## src/rtl/fetch_pkg.sv

```systemverilog
// Shared types and default constants for the instruction fetch sequencer.
package fetch_pkg;

    localparam int WIDTH_INSTR_DEF = 8;
    localparam int WIDTH_ADDR_DEF  = 8;
    localparam int BUF_DEPTH       = 2;
    localparam logic [WIDTH_INSTR_DEF-1:0] HALT_OPCODE_DEF = 8'hFF;

    typedef enum logic [1:0] {
        IDLE,
        RUN,
        DRAIN
    } state_t;

    typedef struct packed {
        logic [WIDTH_ADDR_DEF-1:0]  addr;
        logic [WIDTH_INSTR_DEF-1:0] instr;
    } buf_entry_t;

endpackage

```

## src/rtl/fetch_buf.sv

```systemverilog
// Two-entry FIFO with synchronous flush; push and pop may coincide at any occupancy.
module fetch_buf #(
    parameter int WIDTH = 16
) (
    input  logic             clk,
    input  logic             rst,
    input  logic             flush_i,
    input  logic             push_i,
    input  logic [WIDTH-1:0] push_data_i,
    input  logic             pop_i,
    output logic [WIDTH-1:0] head_o,
    output logic             empty_o,
    output logic [1:0]       count_o
);

    logic [WIDTH-1:0] mem_q [2];
    logic             wr_ptr_q;
    logic             rd_ptr_q;
    logic [1:0]       count_q;
    logic             do_push;
    logic             do_pop;

    assign do_pop  = pop_i && (count_q != 2'd0);
    assign do_push = push_i && ((count_q != 2'd2) || do_pop);

    // NOTE: sequential state uses non-blocking assignments so every flop samples pre-edge values.
    always_ff @(posedge clk or posedge rst) begin
        if (rst) begin
            // NOTE: storage is reset because the head word drives outputs that must read zero after reset.
            mem_q[0] <= '0;
            mem_q[1] <= '0;
            wr_ptr_q <= 1'b0;
            rd_ptr_q <= 1'b0;
            count_q  <= 2'd0;
        end else if (flush_i) begin
            wr_ptr_q <= 1'b0;
            rd_ptr_q <= 1'b0;
            count_q  <= 2'd0;
        end else begin
            if (do_push) begin
                mem_q[wr_ptr_q] <= push_data_i;
                wr_ptr_q        <= !wr_ptr_q;
            end
            if (do_pop) begin
                rd_ptr_q <= !rd_ptr_q;
            end
            unique case ({do_push, do_pop})
                2'b10:   count_q <= count_q + 2'd1;
                2'b01:   count_q <= count_q - 2'd1;
                default: count_q <= count_q;
            endcase
        end
    end

    assign head_o  = mem_q[rd_ptr_q];
    assign empty_o = (count_q == 2'd0);
    assign count_o = count_q;

    overflow_a: assert property (@(posedge clk) disable iff (rst)
        !(push_i && !flush_i && (count_q == 2'd2) && !do_pop));

endmodule

```

## src/rtl/fetch_sequencer.sv

```systemverilog
// PC controller: issues reads to a 1-cycle-latency instruction RAM and hands
// instructions to the decoder through a 2-entry buffer with credit-based issue.
module fetch_sequencer
    import fetch_pkg::*;
#(
    parameter int WIDTH_INSTR = WIDTH_INSTR_DEF,
    parameter int WIDTH_ADDR  = WIDTH_ADDR_DEF,
    parameter logic [WIDTH_INSTR-1:0] HALT_OPCODE = HALT_OPCODE_DEF
) (
    input  logic                   clk,
    input  logic                   rst,
    input  logic                   start,
    input  logic [WIDTH_ADDR-1:0]  start_addr,
    input  logic                   stop,
    input  logic                   redirect,
    input  logic [WIDTH_ADDR-1:0]  redirect_addr,
    output logic                   mem_en,
    output logic [WIDTH_ADDR-1:0]  mem_addr,
    input  logic [WIDTH_INSTR-1:0] mem_rdata,
    output logic                   out_valid,
    input  logic                   out_ready,
    output logic [WIDTH_INSTR-1:0] out_instr,
    output logic [WIDTH_ADDR-1:0]  out_addr,
    output logic                   busy,
    output logic                   done
);

    state_t                  state_q;
    logic [WIDTH_ADDR-1:0]   pc_q;
    logic [WIDTH_ADDR-1:0]   tag_q;
    logic                    inflight_q;
    logic                    done_q;

    buf_entry_t              push_entry;
    buf_entry_t              head;
    logic                    buf_empty;
    logic [1:0]              buf_count;
    logic [1:0]              credit_used;
    logic                    pop;
    logic                    push;
    logic                    flush;
    logic                    redirect_act;
    logic                    halt_acc;

    assign out_valid    = !buf_empty;
    assign pop          = out_valid && out_ready;
    assign redirect_act = (state_q == RUN) && redirect && !stop;
    assign halt_acc     = (state_q == RUN) && pop && (head.instr == HALT_OPCODE)
                          && !stop && !redirect;
    assign flush        = stop || redirect_act || halt_acc;

    // Counting this cycle's pop lets two entries sustain one instruction per cycle.
    // NOTE: every always_comb output gets a default first so no latch is inferred.
    always_comb begin
        credit_used = buf_count + {1'b0, inflight_q} - {1'b0, pop};
        mem_en      = 1'b0;
        if ((state_q == RUN) && !flush && (credit_used < 2'd2)) begin
            mem_en = 1'b1;
        end
    end

    // A response landing in a flush cycle is dropped, never buffered.
    assign push       = inflight_q && (state_q == RUN) && !flush;
    assign push_entry = '{addr: tag_q, instr: mem_rdata};

    always_ff @(posedge clk or posedge rst) begin
        if (rst) begin
            state_q    <= IDLE;
            pc_q       <= '0;
            tag_q      <= '0;
            inflight_q <= 1'b0;
            done_q     <= 1'b0;
        end else begin
            inflight_q <= mem_en;
            done_q     <= halt_acc;
            if (mem_en) begin
                tag_q <= pc_q;
            end
            unique case (state_q)
                IDLE: begin
                    if (start && !stop) begin
                        state_q <= RUN;
                        pc_q    <= start_addr;
                    end
                end
                RUN: begin
                    if (stop) begin
                        state_q <= IDLE;
                    end else if (redirect) begin
                        pc_q <= redirect_addr;
                    end else if (halt_acc) begin
                        state_q <= DRAIN;
                    end else if (mem_en) begin
                        pc_q <= pc_q + WIDTH_ADDR'(1);
                    end
                end
                DRAIN: begin
                    state_q <= IDLE;
                end
                default: begin
                    state_q <= IDLE;
                end
            endcase
        end
    end

    fetch_buf #(
        .WIDTH($bits(buf_entry_t))
    ) u_buf (
        .clk         (clk),
        .rst         (rst),
        .flush_i     (flush),
        .push_i      (push),
        .push_data_i (push_entry),
        .pop_i       (pop),
        .head_o      (head),
        .empty_o     (buf_empty),
        .count_o     (buf_count)
    );

    assign mem_addr  = pc_q;
    assign out_instr = head.instr;
    assign out_addr  = head.addr;
    assign busy      = (state_q != IDLE);
    assign done      = done_q;

endmodule

```

## config.mk

```make
export PLATFORM = sky130hd
export DESIGN_NAME = fetch_sequencer
export DESIGN_NICKNAME = d
export VERILOG_FILES = /design/src/rtl/fetch_pkg.sv /design/src/rtl/fetch_buf.sv /design/src/rtl/fetch_sequencer.sv
export SDC_FILE = /design/constraint.sdc
export NUM_CORES = 1
export LEC_CHECK = 0
export CAP_MARGIN = 10
export CORE_UTILIZATION = 38
export CTS_CLUSTER_SIZE = 12
export DETAILED_ROUTE_END_ITERATION = 8
export HOLD_SLACK_MARGIN = 0.08
export PLACE_DENSITY = 0.63
export SLEW_MARGIN = 20
export SYNTH_ARGS = -nofsm -noshare
export SYNTH_HDL_FRONTEND = slang
export SYNTH_SLANG_ARGS = --single-unit
```

## constraint.sdc

```tcl
create_clock -name clk -period 6.6 [get_ports clk]
set_input_delay 1.65 -clock clk [delete_from_list [all_inputs] [get_ports clk]]
set_output_delay 1.65 -clock clk [all_outputs]
set_load 0.02 [all_outputs]
```

==> flow_summary.json, run 1 <==
{
  "htreeDepth": 2,
  "ys_async_sr_fraction_pct": 100.0,
  "cts_tree": "built",
  "drv_slew": 0,
  "firstDrtPassIters": 4,
  "drtIter0Drc": 101,
  "required_ns": 4.95,
  "slew_headroom_pct": 33.14,
  "endpoint": "mem_en",
  "dp.final_hpwl_mm": 4.137,
  "worstSetupPathType": "in -> out",
  "pin_count": 58,
  "fin_worst_skew_ns": 0.006513,
  "vias": 1963,
  "status": "finished clean",
  "fin_tns_setup_ns": 0,
  "finalCriticalPeriod_ns": 5.836,
  "die-width_um": 89.59,
  "worst_pin_slew_ns": 1.003,
  "areaGrowthSynthToFinish_pct": 25.24,
  "syn_avg_cell_area_um2": 12.46,
  "die-area_mm2": 0.008026,
  "numPortBuffers": 57,
  "regToRegSetupSlack_ns": 3.53,
  "period_share_pct": 88.43,
  "cts-resized-gates": 0,
  "gp_congestion": 0.8480,
  "ys_seq_area_share_pct": 48.07,
  "die_h_um": 89.59,
  "finalWirelength_mm": 5.725,
  "clkLatencyLatePin_ns": 0.31,
  "pre_cts_slack_ns": 0.7311,
  "rsz0062_at_grt": "false",
  "max_freq_ghz": 0.1713,
  "cts.sink_count": 56,
  "power_density_mw_per_mm2": 234.0,
  "cp-start-kind": "input port",
  "grt_util_all_layers_pct": 15.89,
  "r2r_end": "u_buf.mem_q[15]",
  "diodes": 0,
  "min_path_type": "reg -> reg",
  "drcViolationCount": 0,
  "synth_ff_type": "dfrtp_1",
  "overflow": 0,
  "synth-seq-cells": 56,
  "max-vdd-ir-drop_mv": 0.09072,
  "ff2ff_path_depth": 5,
  "synth_nets": 266,
  "final.fill_count": 647,
  "drive_above_1_share_pct": 27.15,
  "fp-row-count": 31,
  "clk_pin_slew_ns": 0.10,
  "finalHoldViolCount": 0,
  "cap_violations": 0,
  "end_kind": "output pin",
  "post_cts_buffers": 0,
  "numCtsBuffers": 5,
  "first_global_vias": 1963,
  "via_per_inst": 5.033,
  "synth_cell_type_count": 43,
  "path_max_fanout": 9,
  "synth_edf_count": 0,
  "cp.arrival_ns": 4.19,
  "grt_start_max_net_pins": 57,
  "grt_pass1_wl_mm": 9.673,
  "start_util_pct": 39.77,
  "yosys_warnings": 0,
  "cts_buffer_depth": 2,
  "antenna_found_initial": 0,
  "netlist_area_mm2": 0.002915,
  "core_region_area_mm2": 0.007331,
  "cts_root_buf": "clkbuf_8",
  "synthCells": 234,
  "fin_nets": 322,
  "hold_buffers": 0,
  "total_power_w": 0.0008543,
  "setup_slack_ns": 0.7638,
  "post_drt_wl_per_cell_um": 14.68,
  "final_antenna_net_count": 0,
  "finalSetupViolCount": 0,
  "fin_hold_ws_ns": 0.5013,
  "cp-startpoint": "out_ready",
  "power_leakage_nw": 1.648,
  "timing.rr.start": "u_buf.rd_ptr_q"
}
## metrics by stage
step	std cells	instance area (µm²)	utilization (%)
2_1_floorplan	234	2915	-
3_3_place_gp	382	3558	48.54
3_5_place_dp	382	3558	48.54
4_1_cts	390	3651	49.80
5_1_grt	390	3651	49.80
6_report	390	3651	49.80
## critical path, stage by stage
cell and delay (ns):
clkdlybuf4s50_1 0.55, o21ai_0 0.25, inv_1 0.11, ha_1 0.23
nor2b_1 0.13, xnor2_1 0.09, or3_1 0.31, buf_4 0.20
inv_1 0.08, clkdlybuf4s50_1 0.60
## synth_stat cells (4+ instances only)
| cell | instances | share of area (%) |
|---|---|---|
| mux2_2 | 40 | 15 |
| nor2_1 | 9 | 1.2 |
| mux2i_1 | 7 | 2.4 |
| inv_1 | 6 | 0.77 |
| a21oi_1 | 7 | 1.2 |
| nor3_1 | 4 | 0.69 |
| dfrtp_1 | 56 | 48 |
| nand2_1 | 17 | 2.2 |
| and3_1 | 4 | 0.86 |
| o21ai_0 | 7 | 1.2 |
| mux2_4 | 18 | 9.3 |
| xnor2_1 | 5 | 1.5 |
## layout by cell type, fill, tap and decap left out, types with 4 or more instances in the layout
cell type and n:
clkdlybuf4s50_1 57, inv_1 5, and3_1 4, mux2_2 40, mux2_4 18, o21ai_0 7
mux2i_1 7, nor2_1 9, dfrtp_1 56, nor3_1 4, nand2_1 17, clkbuf_8 6
xnor2_1 5, a21oi_1 7
## per-layer routing
metal	GRT usage [%]	share of wire [%]	wire length, µm	vias to the layer above
li1	-	-	-	958
met1	23.14	50	2887	937
met2	23.62	43	2453	63
met3	3.565	5.8	331	5
met4	4.762	0.89	51	0
met5	0	0	0	-
## sequential cells by signal, indices dropped and copies added (netlist names)
name / flops
u_buf.mem_q: 32
mem_addr: 8
tag_q: 8
state_q: 2
u_buf.count_o: 2
done: 1
inflight_q: 1
u_buf.rd_ptr_q: 1
u_buf.wr_ptr_q: 1
## power by group
group          total [W]  switching, W  internal, W
registers       0.000436     0.0000465     0.000389
logic           0.000226     0.0000940     0.000132
clock network   0.000192      0.000108    0.0000841
## worst min-delay path by stage
stage	start	endpoint	slack (ns)	cells after the start
after floorplan	u_buf.mem_q[13]	u_buf.mem_q[13]	0.45	1
after global placement	u_buf.mem_q[14]	u_buf.mem_q[14]	0.46	1
after detailed placement	u_buf.mem_q[13]	u_buf.mem_q[13]	0.48	1
after CTS	u_buf.mem_q[13]	u_buf.mem_q[13]	0.50	1
after global routing	u_buf.mem_q[21]	u_buf.mem_q[21]	0.53	1
final	u_buf.mem_q[14]	u_buf.mem_q[14]	0.50	1
## kinds of logic (layout without fill, tap and decap cells)
| logic type | after synthesis | after routing | synth area share [%] |
|---|---|---|---|
| AO/OA/AOI/OAI | 30 | 30 | 6.953 |
| XOR/XNOR | 6 | 6 | 1.803 |
| adder cells (fa/ha/maj) | 2 | 2 | 0.8582 |
| buffers and inverters | 17 | 74 | 3.304 |
| flip-flops | 56 | 56 | 48.07 |
| multiplexers | 67 | 67 | 27.90 |
| AND/OR/NAND/NOR | 56 | 56 | 11.12 |
## layout make-up
type,instances,area (µm²),share of cell area (%)
Timing Repair Buffer,60,593.1,16.24
Sequential cell,56,1401,38.38
Clock buffer,6,82.58,2.262
Inverter,6,22.52,0.6169
Tap cell,99,123.9,3.393
Multi-Input combinational cell,161,1418,38.83
Clock inverter,2,10.01,0.2742
Note: power is estimated with default switching activity, not from simulation.
==> run 2: changes to the inputs <==
ABC_CLOCK_PERIOD_IN_PS = 6600   (was default)
CORE_UTILIZATION = 50   (was 38)
GPL_ROUTABILITY_DRIVEN = 0   (was default)
PLACE_DENSITY = 0.79   (was 0.63)
==> run 2 against run 1 <==
Sequential cell count stayed put. Utilization rose by 15 points. Non-clock buffer count unchanged. Global-route usage grew 4.0 points. Sequential share of layout area increased by 0.35 points. Clock power hardly changed. Setup slack gained 0.11 ns. Combinational power is essentially flat. Register-to-register slack better by 0.08 ns. Critical path type unchanged. Critical endpoint unchanged.
==> flow_summary.json, run 2 (same netlist as run 1, synthesis figures left out) <==
{
  "status": "finished clean",
  "worst_pin_slew_ns": 0.9473,
  "period_share_pct": 86.83,
  "final_cell_mix": "clkdlybuf4s50_1, dfrtp_1, mux2_2",
  "layout_commonest_cell": "clkdlybuf4s50_1",
  "cp-start-kind": "input port",
  "via_per_inst": 5.466,
  "antenna_found_initial": 0,
  "max-vdd-ir-drop_mv": 0.1328,
  "areaGrowthSynthToFinish_pct": 24.12,
  "final_antenna_net_count": 0,
  "drcViolationCount": 0,
  "regToRegSetupSlack_ns": 3.61,
  "firstDrtPassIters": 4,
  "min_path_cells": 1,
  "cts_buffer_depth": 2,
  "cts.sink_count": 56,
  "grt_start_max_net_pins": 57,
  "finalSetupViolCount": 0,
  "cts_tree": "built",
  "pin_count": 58,
  "fin_tns_setup_ns": 0,
  "numCtsBuffers": 5,
  "finalCriticalPeriod_ns": 5.731,
  "post_cts_buffers": 0,
  "worstSetupPathType": "in -> out",
  "crit_chain": "clkdlybuf4s50_1 -> o21ai_0 -> inv_1 -> ha_1 -> nor2b_1 -> xnor2_1 -> or3_1 -> inv_1 -> clkdlybuf4s50_1",
  "r2r_end": "u_buf.mem_q[11]",
  "cp_slowest_cell": "clkdlybuf4s50_1",
  "start_util_pct": 52.30,
  "grt_pass1_wl_mm": 9.473,
  "end_kind": "output pin",
  "fp-row-count": 27,
  "fin_nets": 322,
  "dp.final_hpwl_mm": 3.981,
  "cts-resized-gates": 0,
  "placed_area_mm2": 0.003525,
  "required_ns": 4.95,
  "power_leakage_nw": 1.642,
  "max_stage_delay_ns": 0.60,
  "clk_pin_slew_ns": 0.09,
  "die-area_mm2": 0.006140,
  "overflow": 0,
  "die-width_um": 78.36,
  "hold_buffers": 0,
  "holdCritStartpoint": "u_buf.mem_q[13]",
  "drive_above_1_share_pct": 26.80,
  "ff2ff_path_depth": 5,
  "numPortBuffers": 57,
  "largest_reg_flops": 32,
  "vias": 1984,
  "rsz0062_at_grt": "false",
  "htreeDepth": 2,
  "power_density_mw_per_mm2": 235.6,
  "postLayoutCellArea_mm2": 0.003618,
  "regMostFlops": "u_buf.mem_q",
  "fin_worst_skew_ns": 0.007338,
  "min_to": "u_buf.mem_q[13]",
  "timing.rr.start": "u_buf.rd_ptr_q",
  "min_path_type": "reg -> reg",
  "post_drt_wl_per_cell_um": 15.35,
  "slew_headroom_pct": 35.95,
  "core_region_area_mm2": 0.005574,
  "diodes": 0,
  "drv_slew": 0,
  "cts_root_buf": "clkbuf_8",
  "grt_util_all_layers_pct": 19.87,
  "max_freq_ghz": 0.1745,
  "path_max_fanout": 5,
  "finalHoldViolCount": 0,
  "cap_violations": 0,
  "drtIter0Drc": 108,
  "die_h_um": 78.36,
  "placedCellCount": 355,
  "fin_cells": 363,
  "finalWirelength_mm": 5.573,
  "cp.arrival_ns": 4.08,
  "clkLatencyLatePin_ns": 0.30,
  "first_global_vias": 1972
}
run 2: cell count changes in the layout (fill, tap and decap cells not counted), sizes merged:
cell | before | now
clkbuf | 6 | 7
clkinv | 2 | 0
clkinvlp | 0 | 1
run 2: cell type report:
| cell class | count | area [µm²] |
|---|---|---|
| clock inverter | 1 | 7.507 |
| tap | 72 | 90.09 |
| multi-input combinational | 161 | 1418 |
| sequential | 56 | 1401 |
| fill | 440 | 1956 |
| timing repair buffer | 60 | 593.1 |
| inverter | 6 | 22.52 |
| clock buffer | 7 | 86.33 |
run 2: report_power, final:
part	leakage [nW]	switching (W)	internal [W]
clock	0.0445	0.000104	0.0000855
combinational	0.856	0.0000931	0.000132
sequential	0.741	0.0000478	0.000389
total	1.64	0.000245	0.000607
run 2: worst max-delay path, delay by kind of cell:
| kind | cells | cell delay, ns |
|---|---|---|
| fa+ha+maj | 1 | 0.23 |
| xor+xnor | 1 | 0.09 |
| simple gates | 2 | 0.48 |
| buf+inv | 4 | 1.37 |
| compound gates | 1 | 0.25 |
run 2: stage by stage:
step	total power (W)	utilization [%]	hold slack [ns]	worst slack, ns
final	0.0008524	64.92	0.4919	0.8691
after global routing	0.0008975	64.92	0.5251	0.7257
after CTS	0.0008609	64.92	0.4960	0.8684
after detailed placement	0.0006689	63.23	0.4735	0.8795
after global placement	0.0006628	63.23	0.4644	0.9237
after floorplan	0.0005674	-	0.4522	1.880
run 2: metal layers:
| metal | global-route usage, % | part of all wire, % | wire length, µm | vias to the layer above |
|---|---|---|---|---|
| met1 | 28.40 | 50 | 2799 | 949 |
| met2 | 30.18 | 43 | 2405 | 72 |
| li1 | - | - | - | 955 |
| met5 | 0 | 0 | 0 | - |
| met4 | 6.296 | 1.2 | 66 | 0 |
| met3 | 4.302 | 5.4 | 301 | 8 |
run 2: worst max-delay path by stage:
stage | cells after the start | start | slack [ns] | to
after floorplan | 7 | redirect | 1.88 | mem_en
after global placement | 9 | out_ready | 0.92 | mem_en
after detailed placement | 9 | out_ready | 0.88 | mem_en
after CTS | 9 | out_ready | 0.87 | mem_en
after global routing | 9 | out_ready | 0.73 | mem_en
final | 9 | out_ready | 0.87 | mem_en
==> run 3: changes to the inputs <==
ABC_AREA = 1   (was default)
CORE_MARGIN = 3   (was default)
PLACE_DENSITY = 0.78   (was 0.79)
==> run 3 against run 2 <==
Worst hold slack lost 0.0044 ns. Routed wire length grew 13%. Total power grew 26%. Register-to-register slack gained 0.47 ns. Setup slack gained 0.025 ns. Cell count grew 35%. Clock skew grew 0.0072 ns. Synthesized cell count grew 55%. Critical endpoint unchanged.
==> flow_summary.json, run 3 <==
{
  "ys_seq_area_share_pct": 45.92,
  "period_share_pct": 86.45,
  "max-vdd-ir-drop_mv": 0.1770,
  "p_comb_share_pct": 38.1,
  "p_switching_w": 0.0004209,
  "p_seq_share_pct": 44.1,
  "yosys_warnings": 0,
  "timing.rr.start": "u_buf.rd_ptr_q",
  "end_kind": "output pin",
  "fin_nets": 448,
  "finalCriticalPeriod_ns": 5.706,
  "cts.sink_count": 56,
  "hold_buffers": 0,
  "ys_async_sr_fraction_pct": 100.0,
  "synth_cell_type_count": 28,
  "clkLatencyLatePin_ns": 0.31,
  "grt_pass1_wl_mm": 10.86,
  "slew_headroom_pct": 47.33,
  "htreeDepth": 2,
  "cp.arrival_ns": 4.06,
  "die-width_um": 84.13,
  "r2r_end": "u_buf.mem_q[22]",
  "netlist_area_mm2": 0.003052,
  "p_clk_share_pct": 17.8,
  "synth_top_family_by_area": "simple AND/OR/NAND/NOR gates",
  "final_cell_mix": "nand2_1, clkdlybuf4s50_1, dfrtp_1",
  "yosysTopAreaCell": "dfrtp_1",
  "die-area_mm2": 0.007077,
  "pin_count": 58,
  "min_path_type": "reg -> reg",
  "dp.final_hpwl_mm": 4.513,
  "grt_util_all_layers_pct": 18.77,
  "vias": 2456,
  "first_global_vias": 2310,
  "syn_avg_cell_area_um2": 8.407,
  "start_util_pct": 53.45,
  "regMostFlops": "u_buf.mem_q",
  "ff2ff_path_depth": 11,
  "synth_nets": 395,
  "final.fill_count": 487,
  "drtIter0Drc": 162,
  "muxShareOfSynthArea_pct": 0,
  "final_util_pct": 64.58,
  "overflow": 0,
  "switching_share_pct": 39.10,
  "rsz0062_at_grt": "false",
  "diodes": 0,
  "post_cts_buffers": 0,
  "synth_top_area_share_pct": 45.92,
  "synthTopCellsByCount": "nand2_1, dfrtp_1, inv_1, o21ai_2, o21ai_0",
  "status": "finished clean",
  "worstSetupPathType": "in -> out",
  "worst_pin_slew_ns": 0.7900,
  "fp-row-count": 27,
  "antenna_found_initial": 0,
  "numCtsBuffers": 5,
  "synth-compound-area-share_pct": 16.52,
  "die_h_um": 84.13,
  "power_leakage_nw": 1.778,
  "synthTopCellsByArea": "dfrtp_1, nand2_1, o21ai_2",
  "post_drt_wl_per_cell_um": 12.87,
  "yosysMostFrequentCell": "nand2_1",
  "finalSetupViolCount": 0,
  "drive_above_1_share_pct": 17.27,
  "crit_top_cell": "inv_1",
  "synth-adder-area-share_pct": 0.8200,
  "regToRegSetupSlack_ns": 4.08,
  "holdCritStartpoint": "u_buf.mem_q[26]",
  "final_antenna_net_count": 0,
  "fin_tns_setup_ns": 0,
  "min_to": "u_buf.mem_q[26]",
  "layout_commonest_cell": "nand2_1",
  "synth_ff_type": "dfrtp_1",
  "power_density_mw_per_mm2": 292.0,
  "synth-xor-area-share_pct": 0.8610,
  "cts-resized-gates": 0,
  "largest_reg_flops": 32,
  "via_per_inst": 5.022,
  "numPortBuffers": 57,
  "p_int_w": 0.0006556,
  "synth_edf_count": 0,
  "cap_violations": 0,
  "fin_worst_skew_ns": 0.01452,
  "max_stage_delay_ns": 0.63,
  "cp-startpoint": "out_ready",
  "drcViolationCount": 0,
  "max_freq_ghz": 0.1753,
  "cts_buffer_depth": 2,
  "finalHoldViolCount": 0,
  "core_region_area_mm2": 0.005709,
  "fin_hold_ws_ns": 0.4875,
  "cts_tree": "built",
  "clk_pin_slew_ns": 0.09,
  "crit_chain": "clkdlybuf4s50_1 -> inv_1 -> nor2_4 -> ha_1 -> inv_1 -> nand2_1 -> xor2_1 -> inv_1 -> nand3_2 -> inv_1 -> clkdlybuf4s50_1",
  "firstDrtPassIters": 4,
  "synthCells": 363,
  "required_ns": 4.95,
  "min_path_cells": 2,
  "drv_slew": 0,
  "cts_root_buf": "clkbuf_8",
  "grt_start_max_net_pins": 57,
  "areaGrowthSynthToFinish_pct": 20.83,
  "cp-start-kind": "input port",
  "cp_slowest_cell": "clkdlybuf4s50_1",
  "finalWirelength_mm": 6.295,
  "synth-seq-cells": 56,
  "yosys.area_share.simple_pct": 25.71,
  "path_max_fanout": 15
}
==> run 3: per-layer routing <==
metal / global-route usage, % / part of all wire (%) / up-vias
met5: 0 / 0 / -
met4: 5.848 / 1.4 / 0
met3: 3.850 / 4.4 / 7
met2: 28.48 / 45 / 57
met1: 27.05 / 49 / 1148
li1: - / - / 1244
==> run 3: metrics by stage <==
stage,cell area (µm²),std cells,power [W],setup WS (ns)
after floorplan,3052,363,0.0007400,2.223
after global placement,3598,481,0.0008819,0.9709
after detailed placement,3598,481,0.0008919,0.9084
after CTS,3687,489,0.001083,0.8884
after global routing,3687,489,0.001150,0.7130
final,3687,489,0.001077,0.8940
==> run 3: how the worst max path moves through the flow <==
| stage | endpoint | slack [ns] | cells after the start |
|---|---|---|---|
| 2_1_floorplan | mem_en | 2.22 | 9 |
| 3_3_place_gp | mem_en | 0.97 | 11 |
| 3_5_place_dp | mem_en | 0.91 | 11 |
| 4_1_cts | mem_en | 0.89 | 11 |
| 5_1_grt | mem_en | 0.71 | 11 |
| 6_report | mem_en | 0.89 | 11 |
==> run 3: area by class of cell <==
type,instances,area [µm²],share of cell area (%)
clock buffer,6,72.57,1.968
clock inverter,2,16.27,0.4411
timing repair buffer,58,578.1,15.68
sequential,56,1401,38.00
multi-input combinational,246,1340,36.34
tap,72,90.09,2.443
inverter,49,188.9,5.124
==> run 3: cells by family (layout without fill, tap and decap cells) <==
group           count (synthesis)  in the layout
compound gates                 68             68
xor+xnor                        3              3
fa+ha+maj                       2              2
buf+inv                        61            115
flops                          56             56
simple gates                  173            173
==> run 3: power by group through the flow <==
stage / Combinational (W) / Sequential (W) / Clock (W)
6_report: 0.000410 / 0.000475 / 0.000192
5_1_grt: 0.000455 / 0.000485 / 0.000210
4_1_cts: 0.000415 / 0.000472 / 0.000195
3_5_place_dp: 0.000414 / 0.000478 / 0
3_3_place_gp: 0.000406 / 0.000476 / 0
2_1_floorplan: 0.000264 / 0.000476 / 0
==> run 3: critical path: cells and delay by family <==
kind | cells | cell delay (ns)
fa+ha+maj | 1 | 0.26
xor+xnor | 1 | 0.15
buf+inv | 6 | 1.54
simple gates | 3 | 0.44
